==> config.mk <==
export PLATFORM = sky130hd
export DESIGN_NAME = ctrl_sequencer
export DESIGN_NICKNAME = d
export VERILOG_FILES = /design/src/rtl/ctrl_sequencer_pkg.sv /design/src/rtl/ctrl_sequencer_op_class.sv /design/src/rtl/ctrl_sequencer.sv
export SDC_FILE = /design/constraint.sdc
export NUM_CORES = 1
export LEC_CHECK = 0
export ABC_AREA = 1
export BUFFER_PORTS_ARGS = -buffer_cell sky130_fd_sc_hd__buf_2
export CAP_MARGIN = 20
export CORE_ASPECT_RATIO = 0.8
export CORE_MARGIN = 5
export CORE_UTILIZATION = 56
export DETAILED_ROUTE_END_ITERATION = 10
export PLACE_DENSITY = 0.86
export SYNTH_ARGS = -nofsm -noshare
export SYNTH_HDL_FRONTEND = slang
export SYNTH_SLANG_ARGS = --single-unit
==> constraint.sdc <==
create_clock -name iClk -period 3.4 [get_ports iClk]
set_input_delay 0.34 -clock iClk [delete_from_list [all_inputs] [get_ports iClk]]
set_output_delay 0.34 -clock iClk [all_outputs]
set_load 0.05 [all_outputs]
==> src/rtl/ctrl_sequencer_pkg.sv <==
// Shared definitions for the control sequencer: state encodings, ISA opcodes
// and the one-hot opcode-class vector consumed by the sequencer and field decode.
package ctrl_sequencer_pkg;

  localparam logic [2:0] CTRL_ST_FETCH  = 3'd0;
  localparam logic [2:0] CTRL_ST_DECODE = 3'd1;
  localparam logic [2:0] CTRL_ST_EXEC   = 3'd2;
  localparam logic [2:0] CTRL_ST_MEM    = 3'd3;
  localparam logic [2:0] CTRL_ST_WB     = 3'd4;
  localparam logic [2:0] CTRL_ST_HALT   = 3'd5;

  localparam logic [4:0] ISA_NOP  = 5'd0;
  localparam logic [4:0] ISA_ADD  = 5'd1;
  localparam logic [4:0] ISA_SUB  = 5'd2;
  localparam logic [4:0] ISA_AND  = 5'd3;
  localparam logic [4:0] ISA_OR   = 5'd4;
  localparam logic [4:0] ISA_XOR  = 5'd5;
  localparam logic [4:0] ISA_SLL  = 5'd6;
  localparam logic [4:0] ISA_SRL  = 5'd7;
  localparam logic [4:0] ISA_ADDI = 5'd8;
  localparam logic [4:0] ISA_ANDI = 5'd9;
  localparam logic [4:0] ISA_ORI  = 5'd10;
  localparam logic [4:0] ISA_MFH  = 5'd11;
  localparam logic [4:0] ISA_MFL  = 5'd12;
  localparam logic [4:0] ISA_MUL  = 5'd13;
  localparam logic [4:0] ISA_DIV  = 5'd14;
  localparam logic [4:0] ISA_LD   = 5'd15;
  localparam logic [4:0] ISA_LI   = 5'd16;
  localparam logic [4:0] ISA_ST   = 5'd17;
  localparam logic [4:0] ISA_BEQ  = 5'd18;
  localparam logic [4:0] ISA_BNE  = 5'd19;
  localparam logic [4:0] ISA_BLT  = 5'd20;
  localparam logic [4:0] ISA_JFR  = 5'd21;
  localparam logic [4:0] ISA_JAL  = 5'd22;
  localparam logic [4:0] ISA_HLT  = 5'd31;

  // Exactly one member is set for any opcode; unassigned opcodes decode as nop.
  typedef struct packed {
    logic ldi;
    logic st;
    logic br;
    logic jfr;
    logic jal;
    logic muldiv;
    logic hlt;
    logic nop;
    logic alu;
  } op_class_t;

  function automatic logic is_mem_class(input op_class_t c);
    return c.ldi | c.st;
  endfunction

endpackage

==> src/rtl/ctrl_sequencer_op_class.sv <==
// Combinational opcode-class decode (module ctrl_op_class), shared between the
// sequencer and the field-level decode; takes the opcode field of the IR.
module ctrl_op_class
  import ctrl_sequencer_pkg::*;
(
  input  logic [4:0] i_opc,
  output op_class_t  o_cls
);

  always_comb begin
    o_cls = '0;
    case (i_opc)
      ISA_LD, ISA_LI:                  o_cls.ldi    = 1'b1;
      ISA_ST:                          o_cls.st     = 1'b1;
      ISA_BEQ, ISA_BNE, ISA_BLT:       o_cls.br     = 1'b1;
      ISA_JFR:                         o_cls.jfr    = 1'b1;
      ISA_JAL:                         o_cls.jal    = 1'b1;
      ISA_MUL, ISA_DIV:                o_cls.muldiv = 1'b1;
      ISA_HLT:                         o_cls.hlt    = 1'b1;
      ISA_ADD, ISA_SUB, ISA_AND, ISA_OR, ISA_XOR, ISA_SLL, ISA_SRL,
      ISA_ADDI, ISA_ANDI, ISA_ORI, ISA_MFH, ISA_MFL:
                                       o_cls.alu    = 1'b1;
      default:                         o_cls.nop    = 1'b1;
    endcase
  end

endmodule

==> src/rtl/ctrl_sequencer.sv <==
// Multi-cycle control sequencer: fetches into a local IR and walks FETCH/DECODE/EXEC/MEM/WB/HALT
// per opcode class. Define CTRL_SEQ_PERF_EN to add the oRetired/oCycles performance counters.
module ctrl_sequencer
  import ctrl_sequencer_pkg::*;
#(
  parameter int DATA_W      = 32,
  parameter int OPC_MSB     = 31,
  parameter int MEM_TIMEOUT = 16
) (
  input  logic              iClk,
  input  logic              nRst,
  input  logic              iRdy,
  input  logic [DATA_W-1:0] iMemData,
  input  logic              iMemAck,
  input  logic              iALU_Done,
  input  logic              iCond,
  input  logic              iResume,
  output logic [DATA_W-1:0] oIR,
  output logic [2:0]        oState,
  output logic              oMemRead,
  output logic              oMemWrite,
  output logic              oRMA_en,
  output logic              oIR_en,
  output logic              oPC_en,
  output logic              oPC_jmp,
  output logic              oPC_loadRA,
  output logic              oALU_Start,
  output logic              oRF_Write,
  output logic              oRAS_en,
  output logic              oHalted,
`ifdef CTRL_SEQ_PERF_EN
  output logic [DATA_W-1:0] oRetired,
  output logic [DATA_W-1:0] oCycles,
`endif
  output logic              oFault
);

  localparam logic [31:0] TIMEOUT_LIM = MEM_TIMEOUT;
  localparam bit          TIMEOUT_EN  = (MEM_TIMEOUT != 0);

  logic [2:0]        r_state;
  logic [2:0]        w_state_next;
  logic [DATA_W-1:0] r_ir;
  logic [31:0]       r_wait;
  logic [31:0]       w_wait_inc;
  logic              r_fault;
  logic              r_alu_pend;
  op_class_t         w_cls;

  logic w_fetch, w_decode, w_exec, w_mem, w_wb, w_halt;
  logic w_req, w_ack, w_waiting, w_timeout;

  ctrl_op_class u_op_class (
    .i_opc (r_ir[OPC_MSB -: 5]),
    .o_cls (w_cls)
  );

  assign w_fetch  = (r_state == CTRL_ST_FETCH);
  assign w_decode = (r_state == CTRL_ST_DECODE);
  assign w_exec   = (r_state == CTRL_ST_EXEC);
  assign w_mem    = (r_state == CTRL_ST_MEM);
  assign w_wb     = (r_state == CTRL_ST_WB);
  assign w_halt   = (r_state == CTRL_ST_HALT);

  // Acks only count while a request is actually on the bus.
  assign w_req      = w_fetch | (w_mem & is_mem_class(w_cls));
  assign w_ack      = w_req & iMemAck;
  assign w_waiting  = w_req & ~iMemAck;
  assign w_wait_inc = r_wait + 32'd1;
  assign w_timeout  = TIMEOUT_EN && w_waiting && (w_wait_inc == TIMEOUT_LIM);

  always_comb begin
    w_state_next = r_state;
    case (r_state)
      CTRL_ST_FETCH:  if (w_ack) w_state_next = CTRL_ST_DECODE;
      CTRL_ST_DECODE: begin
        if (w_cls.hlt)      w_state_next = CTRL_ST_HALT;
        else if (w_cls.nop) w_state_next = CTRL_ST_FETCH;
        else                w_state_next = CTRL_ST_EXEC;
      end
      CTRL_ST_EXEC: begin
        if (w_cls.muldiv) begin
          if (iALU_Done) w_state_next = CTRL_ST_FETCH;
        end
        else if (w_cls.br | w_cls.jfr)           w_state_next = CTRL_ST_FETCH;
        else if (is_mem_class(w_cls))            w_state_next = CTRL_ST_MEM;
        else if (w_cls.jal | w_cls.alu)          w_state_next = CTRL_ST_WB;
        else                                     w_state_next = CTRL_ST_FETCH;
      end
      CTRL_ST_MEM: begin
        if (w_ack) w_state_next = w_cls.st ? CTRL_ST_FETCH : CTRL_ST_WB;
      end
      CTRL_ST_WB:     w_state_next = CTRL_ST_FETCH;
      CTRL_ST_HALT:   if (iResume) w_state_next = CTRL_ST_FETCH;
      default:        w_state_next = CTRL_ST_FETCH;
    endcase
    if (w_timeout) w_state_next = CTRL_ST_HALT;
  end

  always_ff @(posedge iClk) begin
    if (!nRst) begin
      r_state    <= CTRL_ST_FETCH;
      r_ir       <= '0;
      r_wait     <= '0;
      r_fault    <= 1'b0;
      r_alu_pend <= 1'b0;
    end
    else if (iRdy) begin
      r_state <= w_state_next;
      if (w_fetch && w_ack) r_ir <= iMemData;
      if (w_state_next != r_state) r_wait <= '0;
      else if (w_waiting)          r_wait <= w_wait_inc;
      if (w_timeout) r_fault <= 1'b1;
      // Armed on EXEC entry, consumed by the first EXEC cycle that actually steps.
      r_alu_pend <= (w_state_next == CTRL_ST_EXEC) && !w_exec;
    end
  end

  assign oIR        = r_ir;
  assign oState     = r_state;
  assign oMemRead   = w_fetch | (w_mem & w_cls.ldi);
  assign oMemWrite  = w_mem & w_cls.st;
  assign oRMA_en    = w_fetch | w_mem;
  assign oIR_en     = iRdy & w_fetch & w_ack;
  assign oPC_en     = iRdy & ((w_fetch & w_ack) |
                              (w_exec & ((w_cls.br & iCond) | w_cls.jfr | w_cls.jal)));
  assign oPC_jmp    = iRdy & w_exec & w_cls.br & iCond;
  assign oPC_loadRA = iRdy & w_exec & (w_cls.jfr | w_cls.jal);
  assign oALU_Start = iRdy & w_exec & r_alu_pend;
  assign oRF_Write  = iRdy & w_wb;
  assign oRAS_en    = iRdy & w_exec & w_cls.muldiv & iALU_Done;
  assign oHalted    = w_halt;
  assign oFault     = r_fault;

`ifdef CTRL_SEQ_PERF_EN
  localparam logic [DATA_W-1:0] PERF_ONE = 1;

  logic [DATA_W-1:0] r_retired;
  logic [DATA_W-1:0] r_cycles;
  logic              w_retire;

  assign w_retire = (w_state_next == CTRL_ST_FETCH) & (w_decode | w_exec | w_mem | w_wb);

  always_ff @(posedge iClk) begin
    if (!nRst) begin
      r_retired <= '0;
      r_cycles  <= '0;
    end
    else if (iRdy) begin
      if (!w_halt)  r_cycles  <= r_cycles + PERF_ONE;
      if (w_retire) r_retired <= r_retired + PERF_ONE;
    end
  end

  assign oRetired = r_retired;
  assign oCycles  = r_cycles;
`endif

endmodule

Yosys cells after proc, flatten, opt, wreduce, memory -nomap -nowiden
Cells that the tools add are included.
{"block": "op_classes", "n_bitwise": 30, "n_reduce_logical": 14, "multipliers": 0, "muxes": 23, "eq_ne": 31, "div_mod_pow": 0, "shift": 0, "add_sub_neg": 1, "magnitude_cmp": 0}
{"operator": "2-to-1 mux 32 bit", "count": 2}
{"operator": "equality test 5 x 4 -> 1 bit, second input constant", "count": 8}
{"operator": "equality test 5 bit, second input constant", "count": 8}
{"operator": "2-to-1 mux 3 bit", "count": 11}
{"operator": "adder 32 x 1 -> 32 bit, second input constant", "count": 1}
{"operator": "equality test 32 x 5 -> 1 bit, second input constant", "count": 1}
{"operator": "OR reduction 23 bit", "count": 1}
{"operator": "equality test 5 x 3 -> 1 bit, second input constant", "count": 4}
{"operator": "bitwise AND 1 bit", "count": 19}
{"operator": "one-hot mux 3 bit (5 select lines)", "count": 1}
{"operator": "OR reduction 12 bit", "count": 1}
{"operator": "equality test 5 x 2 -> 1 bit, second input constant", "count": 2}
{"operator": "bitwise OR 1 bit", "count": 10}
{"operator": "equality test 3 x 2 -> 1 bit, second input constant", "count": 3}
{"operator": "2-to-1 mux 1 bit", "count": 8}
{"operator": "equality test 3 bit, second input constant", "count": 2}
{"operator": "AND reduction 2 bit", "count": 3}
{"operator": "equality test 5 x 1 -> 1 bit, second input constant", "count": 1}
{"operator": "OR reduction 2 bit", "count": 2}
{"operator": "equality test 3 x 1 -> 1 bit, second input constant", "count": 1}
{"operator": "logical AND 1 bit", "count": 3}
{"operator": "zero test 3 bit", "count": 1}
{"operator": "inequality test 3 bit", "count": 1}
{"operator": "OR reduction 3 bit", "count": 1}
{"operator": "4 further kinds", "count": 4}
{"block": "totals", "romBits": 0, "latch_bits": 0, "ff_bits": 69, "n_memories": 0, "mem_bits_rw": 0, "input_bits": 39, "elab_cells": 104, "output_inout_bits": 47}

Logic depth before layout (Yosys ltp)
Gate-level depths: netlist of run 1.
{"block": "depth", "word_depth": 13, "mapped_depth": 20, "ltp_nobuf": 19}

Cells and area by module
A second synthesis of run 1 with hierarchy kept.
{"block": "unflattened", "hier_cells": 742, "hier_area_um2": 4419.2}
{"module": "ctrl_sequencer", "seq_area_each_um2": 1381.3, "n_inst": 1, "area_each_um2": 4246.6, "cells_per_inst": 700}
{"module": "ctrl_op_class", "seq_area_each_um2": 0.0, "n_inst": 1, "area_each_um2": 172.7, "cells_per_inst": 42}

Least setup slack after synthesis of run 1
OpenSTA, ideal clock, no wires.
{"block": "synth_timing", "kind": "reg-to-output", "startpoint": "register r_state[1] (netlist: oState[1])", "endpoint": "output port oPC_en", "stages_incl_launch_ff": 9, "n_path_buf": 1, "setup_slack_ps": -57, "required_time_ps": 3060, "t_arrival_ps": 3117, "cell_sequence": "dfxtp_1 clkbuf_1 inv_1 nor3_1 inv_1 nor2_1 inv_1 nor3_1 nand3b_1"}
{"block": "synth_via", "elab_chain_cells": 7, "elab_cells_between_ends": 10, "classes_between": "2 x eq/ne; 7 x bitwise; 1 x reduce/logical"}
{"element": "start: declaration", "line_no": "ctrl_sequencer.sv:41", "text": "logic [2:0] r_state;"}
{"element": "start signal: assignment", "line_no": "ctrl_sequencer.sv:109", "text": "r_state <= w_state_next;"}
{"element": "equality test 3 x 2 -> 1 bit", "line_no": "ctrl_sequencer.sv:61", "text": "assign w_mem = (r_state == CTRL_ST_MEM);"}
{"element": "bitwise AND 1 bit", "line_no": "ctrl_sequencer.sv:66", "text": "assign w_req = w_fetch | (w_mem & is_mem_class(w_cls));"}
{"element": "bitwise OR 1 bit", "line_no": "ctrl_sequencer.sv:66"}
{"element": "bitwise AND 1 bit", "line_no": "ctrl_sequencer.sv:67", "text": "assign w_ack = w_req & iMemAck;"}
{"element": "bitwise AND 1 bit", "line_no": "ctrl_sequencer.sv:125", "text": "assign oPC_en = iRdy & ((w_fetch & w_ack) |"}
{"element": "bitwise OR 1 bit (*)", "line_no": "ctrl_sequencer.sv:125"}
{"element": "bitwise AND 1 bit (*)", "line_no": "ctrl_sequencer.sv:125"}
{"element": "end: declaration", "line_no": "ctrl_sequencer.sv:24", "text": "output logic oPC_en,"}
Every way passes the cells marked *; elsewhere a longest branch is shown, timed or not.

Final worst setup path of run 1
{"block": "layout_timing", "startpoint": "register r_wait[1]", "endpoint": "register r_wait[14]"}
{"block": "layout_via", "elab_chain_cells": 7, "elab_cells_between_ends": 9, "classes_between": "1 x add/sub; 2 x eq/ne; 3 x mux; 3 x reduce/logical"}
{"element": "start: declaration", "line_no": "ctrl_sequencer.sv:44", "text": "logic [31:0] r_wait;"}
{"element": "start signal: assignment", "line_no": "ctrl_sequencer.sv:112", "text": "else if (w_waiting) r_wait <= w_wait_inc;"}
{"element": "adder 32 x 1 -> 32 bit (*)", "line_no": "ctrl_sequencer.sv:69", "text": "assign w_wait_inc = r_wait + 32'd1;"}
{"element": "equality test 32 x 5 -> 1 bit", "line_no": "ctrl_sequencer.sv:70", "text": "assign w_timeout = TIMEOUT_EN && w_waiting && (w_wait_inc == TIMEOUT_LIM);"}
{"element": "logical AND 1 bit", "line_no": "ctrl_sequencer.sv:70"}
{"element": "2-to-1 mux 3 bit", "line_no": "ctrl_sequencer.sv:97", "text": "if (w_timeout) w_state_next = CTRL_ST_HALT;"}
{"element": "inequality test 3 bit", "line_no": "ctrl_sequencer.sv:111", "text": "if (w_state_next != r_state) r_wait <= '0;"}
{"element": "nonzero test 2 bit (no source line)"}
{"element": "AND reduction 2 bit (no source line)"}
Every way passes the cells marked *; elsewhere a longest branch is shown, timed or not. The select of a mux whose other input is x is not followed.
A chain may end at the register's enable or synchronous reset.

==> metrics.md, run 1 <==
| Metric | Value |
|---|---|
| Outcome | `finished, final reports clean` |
| CP required | `approximately 3.6 ns` |
| Max Root-Sink Buffers | `2` |
| Worst setup EP type | `flip-flop` |
| Post-Syn Area | `4410 um2` |
| Antenna cells | `0` |
| Routed WL | `12400 um` |
| Worst slew margin | `0.354` |
| Worst hold stages | `3` |
| Post-Synth Adder-Cell Area | `0.00284` |
| Routed Antenna Nets | `0` |
| Drc violations | `0` |
| P_leak | `about 2.3 nW` |
| Worst R2R Path Depth | `17` |
| Net Count, Synth | `between 700 and 800` |
| Drt pass-1 iters | `5` |
| Largest family of logic cells by synthesized area | `simple AND/OR/NAND/NOR gates` |
| Fillers | `752` |
| Clock Latency Late Sink | `between 0.3 and 0.4 ns` |
| Startpoint Class | `flip-flop` |
| Final GP Congestion | `0.959` |
| H-tree level count | `3` |
| CP max FO | `34` |
| Worst vdd ir | `between 0.3 and 0.4 mV` |
| Hold Path Class | `in -> reg` |
| Post-synthesis simple-gate area fraction | `0.486` |
| Critical path cell sequence | `ha_1 > nand2_1 > nor2_2 > nand2_1 > nor2_2 > nand4_1 > nand2_1 > nand3_1 > nor2_1 > nand3_2 > nand2_1 > nand2_1 > nand2_4 > nand4_4 > buf_4 > a21oi_1 > nor2_1` |
| Row cnt | `29` |
| Fraction of synthesized area in multiplexers | `0` |
| Initial Utilization | `0.565` |
| CP startpoint | `r_wait[1]` |
| Synth Instances | `746` |
| Tot GR Track Use | `0.267` |
| Post-layout min period | `between 3 and 4 ns` |
| RSZ-0062 raised after global routing | `no` |
| Clk sinks | `69` |
| Cts hold-fix bufs | `0` |
| Crit path top cell by count | `nand2_1` |
| Vias in the first global route | `between 4000 and 5000` |
| Max Cap Viol | `0` |
| Initial antenna violation count | `0` |
| First-pass GRT wire length | `21000 um` |
| R2R Setup Slk | `between 0.3 and 0.4 ns` |
| Register bit total from synthesis | `69` |
| Crit share post-route | `0.886` |
| Total congestion overflow | `0` |
| Avg Cell Area, Syn | `5.91 um2` |
| Layout cells sized above 1 | `0.156` |
| Count of final setup violators | `0` |
| Crit Reg-Reg Endpoint | `r_wait[14]` |
| CP max stage cell | `dfxtp_1` |
| CP bufs+invs | `1` |
| CP endpoint | `r_wait[14]` |
| Largest net degree at the start of global routing | `between 60 and 70` |
| Root buffer cell | `clkbuf_8` |
| Average wire per standard cell | `between 10 and 15 um` |
| Top Ports | `86` |
| Critical path depth in cells | `17` |
| Die extent in y | `89.4 um` |
| DR vias/cell | `between 5 and 6` |
| CTS tree | `built` |
| Vias | `5066` |
| Clock slew at reported path FFs | `approximately 0.090 ns` |
| Maximum clock frequency | `332 MHz` |
| XOR/XNOR Fraction of Synth Area | `0.00199` |
| Core area | `7800 um2` |
| Complex-gate fraction of the synthesized area | `0.110` |
| Warnings from Yosys | `0` |
| Worst reg2reg path startpoint | `r_wait[1]` |
| Crit path largest cell delay | `about 0.41 ns` |
| Die area | `9760 um2` |
| Post-CTS setup buffers | `0` |
| Seq/Total Area, Yosys | `0.313` |
| Dpl hpwl | `between 9000 and 10000 um` |
| Final nets | `~850` |
| Setup TNS | `0 ns` |
| # port buffers | `85` |
| Crit path arrival time | `about 3.3 ns` |
| Slew @ Worst Pin | `0.968 ns` |
| Die Span X | `about 110 um` |
| Pwr dens | `455 nW/um2` |
| Max Slew Vio Count | `0` |
| Worst path top cell family by delay | `simple AND/OR/NAND/NOR gates` |
| Iter 0 DRT Violations | `438` |
| Critical path type | `reg -> reg` |
| Area Growth Syn to Fin | `15.0%` |
| Yosys cell types | `32` |
| Clock skew | `0.00969 ns` |
| Hold slack | `around 0.22 ns` |
| Final Hold Vio Count | `0` |
| Post-cts sizing count | `0` |
| Inserted Clock Buffers | `9` |
how the worst min path moves through the flow:
stage / from / to / slack (ns)
after floorplan: r_alu_pend / r_alu_pend / 0.45
after global placement: oIR[18] / oIR[18] / 0.45
after detailed placement: oIR[8] / oIR[8] / 0.45
after CTS: iMemData[15] / oIR[15] / 0.21
after global routing: iMemData[11] / oIR[11] / 0.21
final: iMemData[12] / oIR[12] / 0.22
cell families (layout without fill, tap and decap cells):
group | after synthesis | count (layout)
AND/OR/NAND/NOR | 489 | 489
adder cells (fa/ha/maj) | 1 | 1
AO/OA/AOI/OAI | 93 | 93
buffers and inverters | 93 | 165
XOR/XNOR | 1 | 1
flip-flops | 69 | 69
area by class of cell:
type / instances / area (um2) / share of cell area
Clock buffer: 10 / 128 / 0.0252
Multi-Input combinational cell: 584 / 2650 / 0.523
Clock inverter: 6 / 71.3 / 0.0141
Inverter: 56 / 210 / 0.0415
Timing Repair Buffer: 93 / 493 / 0.0972
Tap cell: 108 / 135 / 0.0266
Sequential cell: 69 / 1380 / 0.273
layer usage:
layer | part of all wire | GRT usage
met1 | 0.46 | 0.348
met2 | 0.42 | 0.422
met3 | 0.094 | 0.0845
met4 | 0.019 | 0.0906
met5 | 0 | 0
stage by stage:
step | total power (W) | std cells | instance area (um2) | util | worst slack [ns]
floorplan | 0.00147 | 746 | 4420 | - | 0.390
global placement | 0.00160 | 910 | 4860 | 0.623 | 0.416
detailed placement | 0.00162 | 910 | 4860 | 0.623 | 0.320
CTS | 0.00231 | 926 | 5060 | 0.649 | 0.289
global route | 0.00244 | 926 | 5070 | 0.650 | 0.0420
finish | 0.00231 | 926 | 5070 | 0.650 | 0.387
registers in the layout, indices dropped and copies added (netlist names):
signal / cells
oState: 3
r_alu_pend: 1
r_wait: 32
oIR: 32
oFault: 1
power breakdown:
part           leakage (nW)  internal (W)  switching (W)  total, W
registers             0.566      0.000878      0.0000869  0.000965
logic                  1.60      0.000203       0.000445  0.000648
clock network        0.0935      0.000346       0.000348  0.000694
total                  2.26       0.00143       0.000880   0.00231
cells in the mapped netlist (all sizes together):
master,n,area (um2)
nor3,6,30.0
inv,56,210
o2111ai,1,8.76
clkbuf,22,82.6
nand3,62,315
nand2,252,958
a31oi,1,6.26
o21ai,17,85.1
o21bai,1,7.51
ha,1,12.5
nand4,35,234
o211ai,1,7.51
a41oi,1,8.76
and2,1,6.26
nor2,116,473
xor2,1,8.76
dfxtp,69,1380
nand3b,15,113
buf,15,90.1
a21oi,71,359
nor4,2,12.5
placed cells by master (no fill, tap or decap), types with 2 or more instances in the layout:
cell type	count
nand2_1	249
nor2_1	107
buf_2	85
a21oi_1	70
dfxtp_1	68
nand3_1	61
inv_1	53
nand4_1	34
o21ai_0	15
nand3b_1	15
clkbuf_8	9
buf_4	7
nor2_2	6
nor3_1	5
inv_2	3
nor2_4	3
nor4_1	2
nand2_2	2
o21ai_1	2
clkinvlp_4	2
inv_6	2
worst min-delay path: cells and delay by family:
kind,cells,cell delay [ns]
buf+inv,1,0.10
simple gates,1,0.05
compound gates,1,0.05
(Power assumes the default switching activity.)
==> inputs of run 2 (changes only) <==
Settings changed: RECOVER_POWER set to 100.
==> metrics.md, run 2 (same netlist as run 1, synthesis figures left out) <==
| Metric | Value |
|---|---|
| Vias in the first global route | `4706 (unchanged)` |
| Worst R2R Path Depth | `17 (unchanged)` |
| Pwr dens | `459 nW/um2 (was 455 nW/um2)` |
| R2R Setup Slk | `0.39 ns (about the same)` |
| Total congestion overflow | `0 (unchanged)` |
| Multi-input gate area | `2650 um2 (unchanged)` |
| Most frequent cells in the layout | `nand2_1, nor2_1, a21oi_1 (was nand2_1, nor2_1, buf_2)` |
| Setup TNS | `0 ns (unchanged)` |
| Clock Latency Late Sink | `0.35 ns (about the same)` |
| Register area | `1380 um2 (unchanged)` |
| Critical path type | `reg -> reg (unchanged)` |
| Layout cells sized above 1 | `0.0978 (was 0.156)` |
| Drt pass-1 iters | `5 (unchanged)` |
| Initial antenna violation count | `0 (unchanged)` |
| Top Ports | `86 (unchanged)` |
| Max Root-Sink Buffers | `2 (unchanged)` |
| Area Growth Syn to Fin | `13.6% (was 15.0%)` |
| Routed WL | `12400 um (about the same)` |
| Commonest non-fill, non-tap cell in the layout | `nand2_1 (unchanged)` |
| Row cnt | `29 (unchanged)` |
| Dpl hpwl | `9140 um (unchanged)` |
| Max Slew Vio Count | `0 (unchanged)` |
| CP max FO | `34 (unchanged)` |
| Worst vdd ir | `0.354 mV (about the same)` |
| Antenna cells | `0 (unchanged)` |
| Slew @ Worst Pin | `0.964 ns (was 0.968 ns)` |
| Initial Utilization | `0.565 (unchanged)` |
| Die extent in y | `89.4 um (unchanged)` |
| Hold Startpoint | `iMemData[12] (unchanged)` |
| Post-layout min period | `3.01 ns (about the same)` |
| Drc violations | `0 (unchanged)` |
| Worst Hold Path EP | `oIR[12] (unchanged)` |
| Worst slew margin | `0.356 (was 0.354)` |
| P_leak | `2.07 nW (was 2.26 nW)` |
| Fin cells | `926 (unchanged)` |
| Startpoint Class | `flip-flop (unchanged)` |
| Clock skew | `0.0101 ns (was 0.00969 ns)` |
| Tot GR Track Use | `0.267 (unchanged)` |
| Final GP Congestion | `0.959 (unchanged)` |
| CP required | `3.64 ns (about the same)` |
| Count of final setup violators | `0 (unchanged)` |
| RSZ-0062 raised after global routing | `no (unchanged)` |
| Final Hold Vio Count | `0 (unchanged)` |
| Iter 0 DRT Violations | `416 (was 438)` |
| Inst Count DP | `910 (unchanged)` |
| First-pass GRT wire length | `21000 um (unchanged)` |
| Worst setup EP type | `flip-flop (unchanged)` |
| Core area | `7800 um2 (unchanged)` |
| Worst reg2reg path startpoint | `r_wait[1] (unchanged)` |
| Design area | `5010 um2 (was 5070 um2)` |
| Max Cap Viol | `0 (unchanged)` |
| Largest net degree at the start of global routing | `69 (unchanged)` |
| Fillers | `773 (was 752)` |
| CTS tree | `built (unchanged)` |
| Crit share post-route | `0.885 (was 0.886)` |
| Dpl cell area | `4860 um2 (unchanged)` |
| Hold Path Class | `in -> reg (unchanged)` |
| Die area | `9760 um2 (unchanged)` |
| Outcome | `finished, final reports clean (unchanged)` |
| Inserted Clock Buffers | `9 (unchanged)` |
| Vias | `5088 (was 5066)` |
| Crit path arrival time | `3.25 ns (about the same)` |
| H-tree level count | `3 (unchanged)` |
| Maximum clock frequency | `332 MHz (about the same)` |
| Clk sinks | `69 (unchanged)` |
| Final nets | `853 (unchanged)` |
| Crit Reg-Reg Endpoint | `r_wait[16] (was r_wait[14])` |
| Die Span X | `109 um (unchanged)` |
| Clock slew at reported path FFs | `0.09 ns (about the same)` |
| Routed Antenna Nets | `0 (unchanged)` |
| Average wire per standard cell | `13.3 um (was 13.4 um)` |
| # port buffers | `85 (unchanged)` |
| Worst hold stages | `3 (unchanged)` |
| Post-CTS setup buffers | `0 (unchanged)` |
| Root buffer cell | `clkbuf_8 (unchanged)` |
| DR vias/cell | `5.49 (was 5.47)` |
run 2: cell count changes in the layout (fill, tap and decap cells not counted), sizes merged:
cell / delta
clkbuf: +47
buf: -47
run 2: timing repair:
action	4_1_cts	5_1_grt
setup endpoints to repair	0	32
hold buffers	0	0
resized for setup	0	3
run 2: final cells by class:
cell class	instances	area share
multi-input combinational	584	0.529
tap	108	0.0270
sequential	69	0.276
inverter	56	0.0419
clock buffer	10	0.0255
timing repair buffer	93	0.0866
clock inverter	6	0.0142
run 2: worst max-delay path by stage:
stage | from | endpoint | slack, ns | depth (start not counted)
finish | r_wait[1] | r_wait[16] | 0.39 | 17
CTS | r_wait[0] | r_wait[24] | 0.29 | 18
global route | r_wait[1] | r_wait[4] | 0.04 | 18
global placement | r_wait[0] | r_wait[24] | 0.42 | 18
floorplan | oState[1] | r_wait[2] | 0.39 | 15
detailed placement | r_wait[0] | r_wait[24] | 0.32 | 18
run 2: per-layer routing:
metal	vias up	track usage	part of all wire
met4	0	0.0906	0.019
li1	2574	-	-
met1	2269	0.348	0.46
met3	20	0.0845	0.098
met5	-	0	0
met2	225	0.422	0.42
run 2: per-stage QoR:
stage                      util  hold WS (ns)  setup WS [ns]  power (W)
final                     0.643         0.222          0.392    0.00230
after global routing      0.643         0.212         0.0419    0.00244
after CTS                 0.649         0.213          0.289    0.00231
after detailed placement  0.623         0.452          0.320    0.00162
after global placement    0.623         0.449          0.416    0.00160
after floorplan               -         0.445          0.390    0.00147
run 2: power breakdown:
group,switching [W],internal [W],leakage (nW)
clock network,0.000348,0.000346,0.0935
logic,0.000444,0.000195,1.41
registers,0.0000877,0.000878,0.566
run 2: critical path, cell delays in order, from the launching register on:
cell and delay (ns):
dfxtp_1 0.41, ha_1 0.26, nand2_1 0.11, nor2_2 0.19, nand2_1 0.13, nor2_2 0.19, nand4_1 0.11, nand2_1 0.11
nand3_1 0.08, nor2_1 0.21, nand3_2 0.17, nand3_1 0.16, nand2_4 0.08, nand4_4 0.09, buf_4 0.31, nand3_1 0.13
nand2_1 0.09, nor2_1 0.04
==> inputs of run 3 (changes only) <==
Settings changed: PLACE_DENSITY 0.86 to 0.89.
==> metrics.md, run 3 (same netlist as run 1, synthesis figures left out) <==
| Metric | Value |
|---|---|
| Outcome | `finished, final reports clean (unchanged)` |
| CP max FO | `64 (was 34)` |
| Average wire per standard cell | `13.7 um (was 13.3 um)` |
| Worst hold stages | `3 (unchanged)` |
| Maximum clock frequency | `315 MHz (was 332 MHz)` |
| Crit share post-route | `0.935 (was 0.885)` |
| R2R Setup Slk | `0.22 ns (was 0.39 ns)` |
| Routed Antenna Nets | `0 (unchanged)` |
| Row cnt | `29 (unchanged)` |
| Clock Latency Late Sink | `0.35 ns (about the same)` |
| Total congestion overflow | `0 (unchanged)` |
| Critical path type | `reg -> reg (unchanged)` |
| Met3 wire length | `1410 um (was 1210 um)` |
| Routed WL | `12700 um (was 12400 um)` |
| Die Span X | `109 um (unchanged)` |
| Vias in the first global route | `4640 (was 4706)` |
| Layout cells sized above 1 | `0.0999 (was 0.0978)` |
| Post-cts sizing count | `0 (unchanged)` |
| Worst vdd ir | `0.385 mV (was 0.354 mV)` |
| CP required | `3.64 ns (about the same)` |
| Worst R2R Path Depth | `17 (unchanged)` |
| CP max stage cell | `dfxtp_1 (unchanged)` |
| Hold Path Class | `in -> reg (unchanged)` |
| Slew @ Worst Pin | `0.962 ns (was 0.964 ns)` |
| Max layer used | `met4 (unchanged)` |
| Crit Reg-Reg Endpoint | `r_wait[2] (was r_wait[16])` |
| Commonest non-fill, non-tap cell in the layout | `nand2_1 (unchanged)` |
| Root buffer cell | `clkbuf_8 (unchanged)` |
| Crit path largest cell delay | `0.44 ns (was 0.41 ns)` |
| # port buffers | `85 (unchanged)` |
| Max Slew Vio Count | `0 (unchanged)` |
| Pwr dens | `472 nW/um2 (was 459 nW/um2)` |
| Largest net degree at the start of global routing | `70 (was 69)` |
| Area Growth Syn to Fin | `14.6% (was 13.6%)` |
| Initial antenna violation count | `0 (unchanged)` |
| Crit path arrival time | `3.42 ns (was 3.25 ns)` |
| Clock slew at reported path FFs | `0.09 ns (about the same)` |
| Vias | `5111 (was 5088)` |
| Hold Startpoint | `iMemData[10] (was iMemData[12])` |
| Antenna cells | `0 (unchanged)` |
| Post-CTS setup buffers | `0 (unchanged)` |
| P_leak | `2.10 nW (was 2.07 nW)` |
| Final Hold Vio Count | `0 (unchanged)` |
| Initial Utilization | `0.565 (unchanged)` |
| Post-layout min period | `3.18 ns (was 3.01 ns)` |
| Drc violations | `0 (unchanged)` |
| Routed wl met2 | `5370 um (was 5230 um)` |
| Hold slack | `0.233 ns (was 0.222 ns)` |
| Drt pass-1 iters | `6 (was 5)` |
| Final GP Congestion | `0.967 (was 0.959)` |
| Top Ports | `86 (unchanged)` |
| Core area | `7800 um2 (unchanged)` |
| Inserted Clock Buffers | `9 (unchanged)` |
| Final nets | `856 (was 853)` |
| Worst Hold Path EP | `oIR[10] (was oIR[12])` |
| RSZ-0062 raised after global routing | `no (unchanged)` |
| Setup TNS | `0 ns (unchanged)` |
| Crit path top cell by count | `nand2_1 (unchanged)` |
| Clk sinks | `69 (unchanged)` |
| Max Cap Viol | `0 (unchanged)` |
| Dpl hpwl | `9230 um (was 9140 um)` |
| H-tree level count | `3 (unchanged)` |
| Count of final setup violators | `0 (unchanged)` |
| Tot GR Track Use | `0.267 (about the same)` |
| Cts hold-fix bufs | `0 (unchanged)` |
| Worst reg2reg path startpoint | `r_wait[0] (was r_wait[1])` |
| Clock skew | `0.0148 ns (was 0.0101 ns)` |
| DR vias/cell | `5.50 (was 5.49)` |
| Worst slew margin | `0.358 (was 0.356)` |
| Startpoint Class | `flip-flop (unchanged)` |
| First-pass GRT wire length | `21000 um (about the same)` |
| CTS tree | `built (unchanged)` |
| Worst setup EP type | `flip-flop (unchanged)` |
| Iter 0 DRT Violations | `487 (was 416)` |
| Die extent in y | `89.4 um (unchanged)` |
| WL met1 | `5720 um (was 5690 um)` |
| Die area | `9760 um2 (unchanged)` |
| Critical path cell sequence | `ha_1 > nand2_1 > nor2_2 > nand3_1 > o21ai_1 > nand2_1 > nor2_1 > nand2_1 > nor2_1 > nand3_2 > nand2_1 > nand2_1 > nand2_2 > nand4_4 > buf_12 > a21oi_1 > nor2_1 (was ha_1 > nand2_1 > nor2_2 > nand2_1 > nor2_2 > nand4_1 > nand2_1 > nand3_1 > nor2_1 > nand3_2 > nand3_1 > nand2_4 > nand4_4 > buf_4 > nand3_1 > nand2_1 > nor2_1)` |
| Fillers | `736 (was 773)` |
| Most frequent cells in the layout | `nand2_1, nor2_1, a21oi_1 (unchanged)` |
| Max Root-Sink Buffers | `2 (unchanged)` |
run 3: per-layer routing:
layer / GRT usage / vias up
li1: - / 2571
met1: 0.353 / 2224
met2: 0.415 / 286
met3: 0.0960 / 30
met4: 0.0680 / 0
met5: 0 / -
run 3: layout make-up:
type                            count  area (um2)  area share
Timing Repair Buffer               95         454      0.0899
Sequential cell                    69        1380       0.273
Clock buffer                       10         128      0.0252
Inverter                           56         210      0.0416
Clock inverter                      6        93.8      0.0186
Multi-Input combinational cell    585        2650       0.525
Tap cell                          108         135      0.0267
run 3: where the power goes:
group / total (W) / internal (W) / switching, W / leakage, nW
Clock: 0.000770 / 0.000420 / 0.000350 / 0.107
Sequential: 0.000968 / 0.000878 / 0.0000900 / 0.565
Combinational: 0.000649 / 0.000201 / 0.000448 / 1.42
Total: 0.00239 / 0.00150 / 0.000888 / 2.10
run 3: per-stage QoR:
stage | total power, W | setup slack [ns] | std cells | cell area (um2) | utilization
5_1_grt | 0.00252 | 0.0322 | 929 | 5050 | 0.648
2_1_floorplan | 0.00147 | 0.390 | 746 | 4420 | -
3_5_place_dp | 0.00162 | 0.375 | 910 | 4880 | 0.625
3_3_place_gp | 0.00160 | 0.497 | 910 | 4880 | 0.625
6_report | 0.00239 | 0.222 | 929 | 5050 | 0.648
4_1_cts | 0.00239 | 0.318 | 926 | 5100 | 0.653
run 3: critical path: cells and delay by family (launching register included):
kind,cells,cell delay (ns)
buffers and inverters,1,0.21
and+or+nand+nor,13,1.76
AOI/OAI and AO/OA,2,0.36
DFF,1,0.44
adders and majority gates,1,0.27
run 3: worst max-delay path by stage:
stage | start | endpoint
after floorplan | oState[1] | r_wait[2]
after global placement | r_wait[0] | r_wait[26]
after detailed placement | r_wait[0] | r_wait[28]
after CTS | r_wait[0] | r_wait[28]
after global routing | r_wait[0] | r_wait[0]
final | r_wait[0] | r_wait[2]
